==> src/rtl/piso_serializer.sv <==
// Parallel-in serial-out serializer: takes a WIDTH-bit word over valid/ready and shifts it out
// one bit per enabled clock, with back-to-back words sent without an idle bit between them.
module piso_serializer #(
    parameter int unsigned WIDTH      = 8,
    parameter bit          MSB_FIRST  = 1'b1,
    parameter logic        IDLE_LEVEL = 1'b0
) (
    input  logic             clk,
    input  logic             reset,
    input  logic [WIDTH-1:0] din,
    input  logic             din_valid,
    output logic             din_ready,
    input  logic             shift_en,
    output logic             sout,
    output logic             sout_valid,
    output logic             busy,
    output logic             done
);

    localparam int unsigned CntW = $clog2(WIDTH);
    localparam logic [CntW-1:0] LastCnt = CntW'(WIDTH - 1);

    localparam logic [0:0] StIdle  = 1'b0;
    localparam logic [0:0] StShift = 1'b1;

    logic [0:0]       state_q, state_d;
    logic [WIDTH-1:0] shreg_q, shreg_d;
    logic [CntW-1:0]  cnt_q, cnt_d;
    logic             sout_q, sout_d;
    logic             sout_valid_q, sout_valid_d;
    logic             busy_q, busy_d;
    logic             done_q, done_d;

    logic last_bit;
    logic accept;

    // Last bit is consumed this edge: the slot is free for the next word.
    assign last_bit  = (state_q == StShift) && shift_en && (cnt_q == LastCnt);
    assign din_ready = (state_q == StIdle) || last_bit;
    assign accept    = din_ready && din_valid;

    always_comb begin
        state_d = state_q;
        shreg_d = shreg_q;
        cnt_d   = cnt_q;
        done_d  = 1'b0;

        unique case (state_q)
            StIdle: begin
                if (accept) begin
                    shreg_d = din;
                    cnt_d   = '0;
                    state_d = StShift;
                end
            end
            StShift: begin
                if (shift_en) begin
                    if (last_bit) begin
                        done_d = 1'b1;
                        cnt_d  = '0;
                        if (accept) begin
                            shreg_d = din;
                        end else begin
                            shreg_d = '0;
                            state_d = StIdle;
                        end
                    end else begin
                        shreg_d = MSB_FIRST ? (shreg_q << 1) : (shreg_q >> 1);
                        cnt_d   = cnt_q + CntW'(1);
                    end
                end
            end
            default: begin
                state_d = StIdle;
            end
        endcase
    end

    // Outputs are registered from next-state so they line up with the state they describe.
    always_comb begin
        sout_valid_d = (state_d == StShift);
        busy_d       = (state_d == StShift);
        if (state_d == StShift) begin
            sout_d = MSB_FIRST ? shreg_d[WIDTH-1] : shreg_d[0];
        end else begin
            sout_d = IDLE_LEVEL;
        end
    end

    always_ff @(posedge clk or negedge reset) begin
        if (!reset) begin
            state_q      <= StIdle;
            shreg_q      <= '0;
            cnt_q        <= '0;
            sout_q       <= IDLE_LEVEL;
            sout_valid_q <= 1'b0;
            busy_q       <= 1'b0;
            done_q       <= 1'b0;
        end else begin
            state_q      <= state_d;
            shreg_q      <= shreg_d;
            cnt_q        <= cnt_d;
            sout_q       <= sout_d;
            sout_valid_q <= sout_valid_d;
            busy_q       <= busy_d;
            done_q       <= done_d;
        end
    end

    assign sout       = sout_q;
    assign sout_valid = sout_valid_q;
    assign busy       = busy_q;
    assign done       = done_q;

endmodule

==> config.mk <==
export PLATFORM = sky130hd
export DESIGN_NAME = piso_serializer
export DESIGN_NICKNAME = d
export VERILOG_FILES = /design/src/rtl/piso_serializer.sv
export SDC_FILE = /design/constraint.sdc
export NUM_CORES = 1
export LEC_CHECK = 0
export BUFFER_PORTS_ARGS = -buffer_cell sky130_fd_sc_hd__buf_4
export CELL_PAD_IN_SITES_DETAIL_PLACEMENT = 1
export CELL_PAD_IN_SITES_GLOBAL_PLACEMENT = 2
export CORE_ASPECT_RATIO = 0.9
export CORE_UTILIZATION = 32
export CTS_CLUSTER_DIAMETER = 30
export DETAILED_ROUTE_END_ITERATION = 8
export PLACE_DENSITY = 0.74
export SLEW_MARGIN = 10
export SYNTH_ARGS = -nofsm -noshare
export SYNTH_HDL_FRONTEND = slang
export SYNTH_SLANG_ARGS = --single-unit
==> constraint.sdc <==
create_clock -name clk -period 2.1 [get_ports clk]
set_input_delay 0.42 -clock clk [delete_from_list [all_inputs] [get_ports clk]]
set_output_delay 0.42 -clock clk [all_outputs]
set_load 0.01 [all_outputs]
==> metrics.csv <==
metric;value;unit
H-Tree Depth;1;
Synth Instances;62;
Num CTS Buffers;3;
die width;51.68;um
DR iter-0 viols;5;
Hold Path Class;input pin to flop;
cell taking the most area after synthesis;dfrtp_1;
Routed Wire Length;1.483;mm
Core Util, Final;42.37;%
largest net degree at the start of global routing;15;
Post-synth ARST share;100.0;%
via/cell ratio;5.343;
Crit Path Max Fanout;9;
Period minus WS final;2004;ps
distinct cell type count after synthesis;22;
post-synthesis sequential area ratio;49.30;%
top area cells in the synthesized netlist;dfrtp_1 49%, a32oi_1 7.4%, buf_6 6.3%, a21oi_1 4.9%, nor2_1 4.2%;
Top Ports;17;
Detailed Routing Iterations Pass 1;4;
Detail Route Antenna Nets;0;
crit path kind;flop to primary output;
skew final;1.098;ps
RSZ-0062 raised after global routing;no;
worst path arrival time;1580;ps
CTS Sinks;14;
leakage power;0.0004050;uW
fin crit share;95.45;%
clock-pin slew on the worst setup and hold paths;90;ps
Rows;15;
post-synth top area share;49.30;%
Residual DRC;0;
post-DP HPWL;1.030;mm
Top FF cell, synth;dfrtp_1;
placed cell area;804.5;um^2
Post-Layout Inst Area;850.8;um^2
Synth-to-Final Area Change;19.72;%
RR Startpoint;cnt_q[0];
worst slew pin tran;374.5;ps
port buffer count;16;
Setup Buffers After CTS;0;
drt wl/cell;14.54;um
Layout Nets;92;
CTS tree;built;
yosys warns;0;
Net Count, Synth;76;
Bufs on Longest Clock Path;2;
starting density of the core;35.39;%
Setup crit start kind;flop;
min-delay src;din[0];
clock root cell;clkbuf_4;
final setup margin;95.60;ps
hold buffers post-CTS;1;
MaxCap Viol Count;0;
Worst Setup End Kind;primary output;
number of global-route vias before repair;535;
worst skew pair latency;280;ps
syn avg cell area;11.46;um^2
Ant. Diodes;0;
Die Footprint;2414;um^2
outcome;finished, final reports clean;
initial antenna violation count;0;
CTS resizes;0;
post-place setup slack;420.5;ps
critical path startpoint;cnt_q[0];
pwr/cell area;991.0;nW/um^2
max-slew violation count;0;
Rel. slew slack;75.03;%
GRT overflow;0;
wire length of the first global-routing pass;2.484;mm
post-route setup TNS;0;ps
Worst VDD drop;0.4678;mV
vias;545;
fmax;498.9;MHz
Post-synth EDFFs;0;
RePlAce Congestion;0.6864;
fraction of layout cells with a size suffix above 1;35.06;%
Hold Vio Cnt, Final;0;
Die H;46.71;um
top-count cell post-synth;dfrtp_1;
Commonest cells post-synth;14 x dfrtp_1, 8 x nor2_1, 7 x a21oi_1;
Setup Viol. Count Final;0;
Total Power;843.2;uW
Worst EP required;1680;ps
Yosys reg bits;14;
cell area after synthesis;710.7;um^2
Core Area;2008;um^2
GR Util All Layers;14.91;%
==> power by group <==
group / leakage (uW) / switching [uW] / internal, uW
registers: 0.000170 / 47.5 / 342
logic: 0.000214 / 115 / 141
clock network: 0.0000210 / 92.4 / 105
total: 0.000405 / 255 / 588
==> worst max-delay path: stages, from the launching register on <==
cell	delay (ps)
dfrtp_1	400
ha_1	210
ha_1	230
a21bo_2	300
buf_4	170
==> placed cells by master, fill, tap and decap left out, types with 2 or more instances in the layout <==
cell	Yosys	routed
mux2_2	2	2
dfrtp_1	14	14
nand2_1	3	3
a32oi_1	6	6
a21oi_1	7	7
buf_4	2	17
ha_1	2	2
nor2_1	8	8
clkbuf_4	0	3
a22o_1	2	2
==> per-layer routing <==
layer / wire [um] / global-route usage [%]
met2: 643 / 22.08
met5: 0 / 0
met1: 752 / 19.96
met4: 14 / 8.108
met3: 72 / 3.960
==> registers in the layout, indices dropped and copies added (netlist names) <==
name / cells
busy: 1
shreg_q: 8
done: 1
sout: 1
cnt_q: 3
==> per-stage QoR <==
stage                     cells  hold WS [ps]
after floorplan              62         124.4
after global placement       97         282.5
after detailed placement     97         283.6
after CTS                   102         382.5
after global routing        102         394.4
final                       102         389.8
==> kinds of logic (layout without fill, tap and decap cells) <==
kind of cell,count (synthesis),in the layout,share of synthesized area [%]
muxes,4,4,6.689
adders and majority gates,2,2,3.521
DFF,14,14,49.30
and+or+nand+nor,16,16,11.27
AOI/OAI and AO/OA,19,19,20.07
buffers and inverters,7,22,9.153
==> area by class of cell <==
type	instances	area, um^2
fillers	234	1157
flip-flops and latches	14	350.3
multi-input cells	41	295.3
repair buffers	18	137.6
clock buffers	4	36.28
well taps	25	31.28
==> final timing paths <==
check	end	slack, ps	depth (start not counted)
min reg2reg	shreg_q[7]	500	1
max reg2reg	shreg_q[6]	460	6
max in group asynchronous	shreg_q[1]	1420	2
max	din_ready	100	4
min in group asynchronous	sout	520	2
min	shreg_q[0]	390	2
Power figures use the tool's default switching activity.
